### src/rtl/lsu_pkg.sv
// lsu_pkg: shared encodings and helpers for the load/store unit.
//   SZ_*        access size encodings as carried on req_size_i / dsize_o
//   lsu_state_e FSM states of the unit
//   lsu_req_t   request fields latched at the handshake
//   be_gen      byte enables for a size/offset pair
//   wdata_rep   lane-replicated store data
//   misaligned  alignment / legality check of a request
package lsu_pkg;

  localparam logic [1:0] SZ_BYTE = 2'd0;
  localparam logic [1:0] SZ_HALF = 2'd1;
  localparam logic [1:0] SZ_WORD = 2'd2;
  localparam logic [1:0] SZ_ILL  = 2'd3;

  typedef enum logic [1:0] {IDLE, ISSUE, RDATA, RESP} lsu_state_e;

  typedef struct packed {
    logic        wr;
    logic [1:0]  size;
    logic        uns;
    logic [31:0] addr;
    logic [31:0] wdata;
  } lsu_req_t;

  function automatic logic [3:0] be_gen(input logic [1:0] size, input logic [1:0] off);
    case (size)
      SZ_BYTE: be_gen = 4'b0001 << off;
      SZ_HALF: be_gen = 4'b0011 << {off[1], 1'b0};
      SZ_WORD: be_gen = 4'b1111;
      default: be_gen = 4'b0000;
    endcase
  endfunction

  function automatic logic [31:0] wdata_rep(input logic [1:0] size, input logic [31:0] data);
    case (size)
      SZ_BYTE: wdata_rep = {4{data[7:0]}};
      SZ_HALF: wdata_rep = {2{data[15:0]}};
      default: wdata_rep = data;
    endcase
  endfunction

  // Illegal size is reported through the same flag as misalignment.
  function automatic logic misaligned(input logic [1:0] size, input logic [1:0] off);
    misaligned = ((size == SZ_HALF) && off[0]) ||
                 ((size == SZ_WORD) && (off != 2'b00)) ||
                 (size == SZ_ILL);
  endfunction

endpackage

### src/rtl/lsu_load_align.sv
// lsu_load_align: picks the addressed lane out of a memory word and extends it.
//   size_i  access size (byte/half/word)
//   uns_i   1 = zero-extend, 0 = sign-extend
//   off_i   low address bits selecting the lane
//   word_i  raw memory read word
//   data_o  right-justified, extended load value
module lsu_load_align
  import lsu_pkg::*;
(
  input  logic [1:0]  size_i,
  input  logic        uns_i,
  input  logic [1:0]  off_i,
  input  logic [31:0] word_i,
  output logic [31:0] data_o
);

  logic [7:0]  b;
  logic [15:0] h;

  always_comb begin
    case (off_i)
      2'd0:    b = word_i[7:0];
      2'd1:    b = word_i[15:8];
      2'd2:    b = word_i[23:16];
      default: b = word_i[31:24];
    endcase
    h = off_i[1] ? word_i[31:16] : word_i[15:0];
    case (size_i)
      SZ_BYTE: data_o = {{24{b[7] & ~uns_i}}, b};
      SZ_HALF: data_o = {{16{h[15] & ~uns_i}}, h};
      default: data_o = word_i;
    endcase
  end

endmodule

### src/rtl/load_store_unit.sv
// load_store_unit: single-outstanding initiator on the CPU data-memory bus.
//   clk_i, reset_i            clock, synchronous active-high reset
//   req_*                     one request at a time from execute (valid/ready)
//   rsp_*                     one-cycle registered response pulse with error flags
//   daddr/dwdata/dsize/drd/dwr/dbe  registered memory strobes
//   daccept_i, drdata_i       memory accept and read data (cycle after accept)
// ACCEPT_TIMEOUT counts ISSUE cycles; the access aborts after that many cycles
// without an accept.
module load_store_unit
  import lsu_pkg::*;
#(
  parameter int unsigned ACCEPT_TIMEOUT = 255
) (
  input  logic        clk_i,
  input  logic        reset_i,
  input  logic        req_valid_i,
  output logic        req_ready_o,
  input  logic        req_wr_i,
  input  logic [1:0]  req_size_i,
  input  logic        req_unsigned_i,
  input  logic [31:0] req_addr_i,
  input  logic [31:0] req_wdata_i,
  output logic        rsp_valid_o,
  output logic [31:0] rsp_rdata_o,
  output logic        rsp_misalign_o,
  output logic        rsp_timeout_o,
  output logic [31:0] daddr_o,
  output logic [31:0] dwdata_o,
  output logic [1:0]  dsize_o,
  output logic        drd_o,
  output logic        dwr_o,
  output logic [3:0]  dbe_o,
  input  logic        daccept_i,
  input  logic [31:0] drdata_i
);

  // Value of the counter during the last ISSUE cycle allowed before abort.
  localparam logic [7:0] TO_LAST = 8'(ACCEPT_TIMEOUT - 1);

  lsu_state_e  state, state_d;
  lsu_req_t    req_q;
  logic [7:0]  cnt;
  logic        mis_q, to_q;
  logic [31:0] rdata_q, ld_data;
  logic        hs, mis_req, to_hit;

  assign req_ready_o = (state == IDLE) & ~reset_i;
  assign hs          = req_valid_i & req_ready_o;
  assign mis_req     = misaligned(req_size_i, req_addr_i[1:0]);
  assign to_hit      = ~daccept_i & (cnt == TO_LAST);

  lsu_load_align u_align (
    .size_i (req_q.size),
    .uns_i  (req_q.uns),
    .off_i  (req_q.addr[1:0]),
    .word_i (drdata_i),
    .data_o (ld_data)
  );

  always_ff @(posedge clk_i) begin
    if (reset_i) state <= IDLE;
    else         state <= state_d;
  end

  always_comb begin
    state_d = state;
    case (state)
      IDLE:    if (hs) state_d = mis_req ? RESP : ISSUE;
      ISSUE:   if (daccept_i)  state_d = req_q.wr ? RESP : RDATA;
               else if (to_hit) state_d = RESP;
      RDATA:   state_d = RESP;
      default: state_d = IDLE;
    endcase
  end

  always_ff @(posedge clk_i) begin
    if (reset_i) begin
      req_q          <= '0;
      cnt            <= '0;
      mis_q          <= 1'b0;
      to_q           <= 1'b0;
      rdata_q        <= '0;
      rsp_valid_o    <= 1'b0;
      rsp_rdata_o    <= '0;
      rsp_misalign_o <= 1'b0;
      rsp_timeout_o  <= 1'b0;
      daddr_o        <= '0;
      dwdata_o       <= '0;
      dsize_o        <= '0;
      drd_o          <= 1'b0;
      dwr_o          <= 1'b0;
      dbe_o          <= '0;
    end else begin
      rsp_valid_o    <= 1'b0;
      rsp_rdata_o    <= '0;
      rsp_misalign_o <= 1'b0;
      rsp_timeout_o  <= 1'b0;
      case (state)
        IDLE: if (hs) begin
          req_q   <= '{wr: req_wr_i, size: req_size_i, uns: req_unsigned_i,
                       addr: req_addr_i, wdata: req_wdata_i};
          mis_q   <= mis_req;
          to_q    <= 1'b0;
          rdata_q <= '0;
          cnt     <= '0;
          // Misaligned requests never touch the bus.
          if (!mis_req) begin
            daddr_o  <= req_addr_i;
            dsize_o  <= req_size_i;
            dbe_o    <= be_gen(req_size_i, req_addr_i[1:0]);
            dwdata_o <= wdata_rep(req_size_i, req_wdata_i);
            drd_o    <= ~req_wr_i;
            dwr_o    <= req_wr_i;
          end
        end
        ISSUE: begin
          cnt <= 8'(cnt + 8'd1);
          if (daccept_i || to_hit) begin
            drd_o <= 1'b0;
            dwr_o <= 1'b0;
          end
          to_q <= to_hit;
        end
        RDATA: rdata_q <= ld_data;
        default: begin
          rsp_valid_o    <= 1'b1;
          rsp_rdata_o    <= rdata_q;
          rsp_misalign_o <= mis_q;
          rsp_timeout_o  <= to_q;
        end
      endcase
    end
  end

endmodule

### config.mk
export PLATFORM = sky130hd
export DESIGN_NAME = load_store_unit
export DESIGN_NICKNAME = d
export VERILOG_FILES = /design/src/rtl/lsu_pkg.sv /design/src/rtl/lsu_load_align.sv /design/src/rtl/load_store_unit.sv
export SDC_FILE = /design/constraint.sdc
export NUM_CORES = 1
export LEC_CHECK = 0
export CAP_MARGIN = 10
export CORE_ASPECT_RATIO = 1.75
export CORE_MARGIN = 4
export CORE_UTILIZATION = 35
export DETAILED_ROUTE_END_ITERATION = 10
export SLEW_MARGIN = 20
export SYNTH_ARGS = -nofsm -noshare
export SYNTH_HDL_FRONTEND = slang
export SYNTH_HIERARCHICAL = 1
export SYNTH_SLANG_ARGS = --single-unit
### constraint.sdc
create_clock -name clk_i -period 4.4 [get_ports clk_i]
set_input_delay 0.66 -clock clk_i [delete_from_list [all_inputs] [get_ports clk_i]]
set_output_delay 0.66 -clock clk_i [all_outputs]
set_load 0.01 [all_outputs]
==> results.cfg, run 1 <==
[power_and_ir_drop]
power.leakage_nw = 3.35
powerDensity_nw_per_um2 = 442
irDropWorstVdd_v = 0.000198
post_layout_power_w = 0.00417

[cts]
clock_tree.htree_level_count = 4
ctsLongestPathBuffers = 2
cts_hold_repair.buffers = 0
clockRootBuffer = clkbuf_16
postCtsSetupRepairBufs = 0
numCtsBuffers = 17
post_cts_resized = 0
clkSlewWorstSetupHoldPaths_ns = 0.06
clkSinkCount = 157
worstSkewPairLatency_ns = 0.42
tritoncts = done

[die]
start_util = 0.356
rows = 66
core_region_area_um2 = 18600
chipHeight_um = 190
boundaryPins = 212
die_area_um2 = 21300
die_width_um = 112

[critical_path]
crit-reg2reg-capture = dwdata_o[24]
rrSetupSlack_ns = 1.64
crit_path_kind = register to primary output
crit_path_start = state[0]
r2r.worst_path.cells = 6
worstPathRequired_ns = 3.74
worstSetupEndpointType = primary output
worst_r2r_startpoint = state[0]
startpoint_type_of_the_worst_setup_path = register
crit_fanout = 11
arrival_time_at_the_worst_endpoint_ns = 2.12

[placed_design]
number_of_buffer_cells_added_on_primary_ports = 211
place_congestion = 0.794
place_hpwl_um = 15100

[synth]
synth.largest_area_cell = dfxtp_1
ys_types = 54
proportion_of_register_bits_with_asynchronous_set_or_reset_after_synthesis = 0
number_of_synthesized_flops_with_an_enable_pin = 0
synth_nets = 864
syn-instance-count = 754
post-synth-top-area-fraction = 0.475
synth_sequential_area_ratio = 0.475
netlist_top_cells_area = dfxtp_1 48%, nand2_1 7.9%, a22oi_1 4.7%
avgSynthCellArea_um2 = 8.77
dominantRegCellSynth = dfxtp_1
netlist_area_um2 = 6620
yosys_register_bits = 157
synth-warning-count = 6

[grt]
via_count_of_the_first_global_routing_pass = 6163
antenna_found_initial = 0
maximum_number_of_pins_on_one_net_before_global_route_repair = 64
grt_first_pass_wirelength_um = 33100
track_usage = 0.196
grt_overflow = 0

[final_layout]
layout.nets = 1045
mostFrequentLayoutCells = 210 x clkdlybuf4s50_1, 157 x dfxtp_1, 139 x nand2_1
synthToLayoutAreaGrowth_pct = 42.6
post_route_cells_drive_above_1_share = 0.0771
fillCellCount = 1810
layout.cells.most_common = clkdlybuf4s50_1
antenna_cells_inserted = 0

[detailed_routing]
per_cell_routed_wire_length_um = 17.8
drt_drc_violations_left = 0
ant_nets = 0
finalWirelength_um = 21000
overall_via_count_from_detail_route = 6107
detailedRoute.firstPassIterationCount = 5
post_drt_via_cell_ratio = 5.15
detail_route.iter0.violations = 250

[sta]
maxSlewViolCount = 0
finalHoldViolations = 0
totalNegativeSetupSlack_ns = 0
maxClockFrequency_mhz = 360
finalWorstPathRequiredPeriod_ns = 2.78
final_min_period_over_clock_period = 0.631
worst_margin_pin_slew_ns = 1.08
finClkSkew_ns = 0.0109
setup_viol_count_final = 0
worst_slew_margin_rel = 0.273
rsz0062_at_grt = no

[hold_path]
hold_class = register to register
hold_path_depth = 2
timing.hold.worst.start = daddr_o[7]
worst_hold_path.endpoint = daddr_o[7]

[outcome]
outcome = completed

[job]
timing.max_cap.violations = 0
==> critical path, cell delays in order, from the launching register on <==
cell and delay (ns):
dfxtp_1 0.34, inv_1 0.09, ha_1 0.40, inv_1 0.20
nor2_1 0.14, clkdlybuf4s50_1 0.55
==> stage by stage <==
| step | hold WS, ns | worst slack, ns | utilization | instances | cell area [um^2] |
|---|---|---|---|---|---|
| 2_1_floorplan | 0.429 | 2.41 | - | 754 | 6620 |
| 3_3_place_gp | 0.440 | 1.33 | 0.476 | 1154 | 8850 |
| 3_5_place_dp | 0.445 | 1.24 | 0.476 | 1154 | 8850 |
| 4_1_cts | 0.455 | 1.58 | 0.508 | 1185 | 9440 |
| 5_1_grt | 0.472 | 1.35 | 0.508 | 1185 | 9440 |
| 6_report | 0.453 | 1.62 | 0.508 | 1185 | 9440 |
==> area by class of cell <==
type	count	area (um^2)	share of cell area
multi-input cells	525	3160	0.335
flip-flops and latches	157	3140	0.333
repair buffers	225	2210	0.235
clock buffers	21	470	0.0499
well taps	238	298	0.0316
clock inverters	10	114	0.0121
inverters	9	33.8	0.00358
==> flip-flops by register name, summed over array words and instances (netlist names) <==
signal	count
rsp_misalign_o	1
cnt	8
req_q	6
dsize_o	2
rdata_q	32
dwdata_o	32
drd_o	1
mis_q	1
state	2
daddr_o	32
rsp_valid_o	1
rsp_rdata_o	32
dwr_o	1
dbe_o	4
rsp_timeout_o	1
to_q	1
==> Yosys cell counts (all sizes together), types with 2 or more instances <==
master	number
and2	34
clkbuf	38
ha	6
dfxtp	157
a211oi	4
a222oi	7
o21ai	18
nand3	5
o41ai	2
buf	25
nand2b	11
xor2	3
o311ai	2
nor2b	14
or4	2
o221ai	8
a22oi	41
nor2	64
mux2	9
or3	2
a21oi	60
a2111oi	2
and3	4
mux2i	17
o22a	7
nand2	139
o21a	3
a21o	5
a311oi	16
o211ai	19
xnor2	3
o2111ai	2
a31o	2
inv	8
nor3	4
==> how the worst max path moves through the flow <==
stage / cells past startpoint / to / slack, ns
6_report: 5 / req_ready_o / 1.62
4_1_cts: 5 / req_ready_o / 1.58
3_5_place_dp: 5 / dwdata_o[19] / 1.24
3_3_place_gp: 5 / dwdata_o[17] / 1.33
5_1_grt: 6 / dwdata_o[17] / 1.35
2_1_floorplan: 6 / dwdata_o[24] / 2.41
==> per-layer routing <==
metal | track usage | up-vias | wire length (um)
met5 | 0 | - | 0
met4 | 0.0946 | 0 | 765
met3 | 0.0436 | 34 | 1040
met2 | 0.366 | 187 | 11400
met1 | 0.204 | 2876 | 7810
li1 | - | 3010 | -
==> power breakdown <==
group | switching (W) | leakage, nW | internal [W]
Clock | 0.000586 | 0.277 | 0.000877
Sequential | 0.0000653 | 1.27 | 0.00153
Combinational | 0.000615 | 1.80 | 0.000497
Total | 0.00127 | 3.35 | 0.00291
==> cells by family (layout without fill, tap and decap cells) <==
logic type / Yosys count / count (layout) / share of synthesized area
muxes: 26 / 26 / 0.0410
xor gates and xnor gates: 6 / 6 / 0.00795
DFF: 157 / 157 / 0.475
buffers and inverters: 72 / 265 / 0.0497
adders and majority gates: 6 / 6 / 0.0113
and+or+nand+nor: 283 / 283 / 0.191
AOI/OAI and AO/OA: 204 / 204 / 0.224
No activity file was read; power rests on OpenSTA's default activity.
==> run 2: changes to the inputs <==
--- a/config.mk
+++ b/config.mk
@@ -10,6 +10,7 @@
 export CORE_MARGIN = 4
 export CORE_UTILIZATION = 35
 export DETAILED_ROUTE_END_ITERATION = 10
+export PLACE_DENSITY = 0.66
 export SLEW_MARGIN = 20
 export SYNTH_ARGS = -nofsm -noshare
 export SYNTH_HDL_FRONTEND = slang
==> constraint.sdc (replaced) <==
create_clock -name clk_i -period 2.2 [get_ports clk_i]
set_input_delay 0.33 -clock clk_i [delete_from_list [all_inputs] [get_ports clk_i]]
set_output_delay 0.33 -clock clk_i [all_outputs]
set_load 0.01 [all_outputs]
==> run 2 against run 1 <==
  * Power grew 110%
  * Die area is the same
  * Routed wire length shrank 1.8%
  * Cell count grew 2.4%
  * Highest routed layer unchanged
==> results.cfg, run 2 (synthesis gave the netlist of run 1 again) <==
[die]
die_area_um2 = 21300
start_util = 0.356
core_region_area_um2 = 18600
die_width_um = 112
boundaryPins = 212
rows = 66
chipHeight_um = 190

[hold_path]
hold_class = primary input to register

[final_layout]
post_route_cells_drive_above_1_share = 0.107
multi_input_area_um2 = 3180
area.sequential_um2 = 3140
layout.nets = 1073
mostFrequentLayoutCells = 209 x clkdlybuf4s50_1, 157 x dfxtp_1, 139 x nand2_1
fillCellCount = 1733
antenna_cells_inserted = 0
synthToLayoutAreaGrowth_pct = 47.6
layout.cells.most_common = clkdlybuf4s50_1

[grt]
grt_first_pass_wirelength_um = 33000
via_count_of_the_first_global_routing_pass = 6239
track_usage = 0.195
antenna_found_initial = 0
maximum_number_of_pins_on_one_net_before_global_route_repair = 75
grt_overflow = 0

[sta]
finalHoldViolations = 0
rsz0062_at_grt = no
finalWorstPathRequiredPeriod_ns = 2.02
setup_viol_count_final = 0
final_min_period_over_clock_period = 0.918
final.hold.worst_slack_ns = 0.454
maxSlewViolCount = 0
worst_margin_pin_slew_ns = 0.844
finClkSkew_ns = 0.00731
maxClockFrequency_mhz = 495
worst_slew_margin_rel = 0.437

[critical_path]
worstPathRequired_ns = 2.47
sum_of_buffers_and_inverters_on_the_critical_path = 3
crit_path_kind = register to register
path_delay_family = simple AND/OR/NAND/NOR gates
startpoint_type_of_the_worst_setup_path = register
critical_path.slowest_cell = dfxtp_1
cp_max_stage_delay_ns = 0.38
crit_fanout = 14
arrival_time_at_the_worst_endpoint_ns = 2.29
cp_cell_sequence = inv_1, ha_4, buf_4, and3b_1, buf_12, and3_1, a222oi_1, nor2_1
worstSetupEndpointType = register

[power_and_ir_drop]
post_layout_power_w = 0.00863
irDropWorstVdd_v = 0.000381
power.leakage_nw = 3.52
powerDensity_nw_per_um2 = 884

[detailed_routing]
per_cell_routed_wire_length_um = 17.0
post_drt_via_cell_ratio = 5.09
detailedRoute.firstPassIterationCount = 5
detail_route.iter0.violations = 295
drt_drc_violations_left = 0
overall_via_count_from_detail_route = 6178
finalWirelength_um = 20700
ant_nets = 0

[cts]
clkSlewWorstSetupHoldPaths_ns = 0.06
clock_tree.htree_level_count = 4
ctsLongestPathBuffers = 2
numCtsBuffers = 17
tritoncts = done
clkSinkCount = 157
worstSkewPairLatency_ns = 0.42
cts_hold_repair.buffers = 0
clockRootBuffer = clkbuf_16

[job]
timing.max_cap.violations = 0

[placed_design]
place_hpwl_um = 14900
number_of_buffer_cells_added_on_primary_ports = 211
place_congestion = 0.812

[outcome]
outcome = completed
run 2: layer usage:
metal	GRT usage	vias to the layer above	routed length, um
li1	-	3064	-
met1	0.204	2903	7520
met3	0.0465	26	1150
met5	0	-	0
met4	0.0834	0	520
met2	0.367	185	11500
run 2: what timing repair did:
action / CTS / global route
setup endpoints to repair: 1 / 8
endpoints found under the hold margin: 0 / 0
gates resized for setup: 3 / 3
setup buffers: 4 / 0
pin swaps: 1 / 0
run 2: layout make-up:
type                       count  area share
multi-input combinational    525       0.326
timing repair buffer         253       0.259
tap                          238      0.0305
sequential                   157       0.322
inverter                       9     0.00384
clock buffer                  22      0.0475
clock inverter                10      0.0117
run 2: power by group:
group	internal (W)	leakage [nW]	total (W)	switching (W)
Clock	0.00173	0.273	0.00291	0.00118
Combinational	0.00123	1.97	0.00253	0.00129
Sequential	0.00307	1.27	0.00320	0.000132
run 2: final timing paths:
kind                                startpoint  slack, ns      endpoint  cells after the start
worst min register to register      daddr_o[5]       0.45    daddr_o[5]                      2
worst max register to register        state[0]       0.18  dwdata_o[28]                      8
worst min-delay path            req_addr_i[13]       0.45   daddr_o[13]                      3
worst max-delay path                  state[0]       0.18  dwdata_o[28]                      8
run 2: worst min-delay path, delay by kind of cell:
kind / cells / cell delay (ns)
buf+inv: 1 / 0.39
compound gates: 1 / 0.05
simple gates: 1 / 0.05
run 2: per-stage QoR:
stage	area [um^2]	utilization	instances	worst slack, ns	setup TNS (ns)
after detailed placement	9130	0.491	1178	-0.102	-0.617
after global placement	9130	0.491	1178	0.0135	0
after global routing	9760	0.525	1214	0.00727	0
after CTS	9760	0.525	1214	0.0662	0
after floorplan	6620	-	754	0.456	0
final	9760	0.525	1214	0.179	0
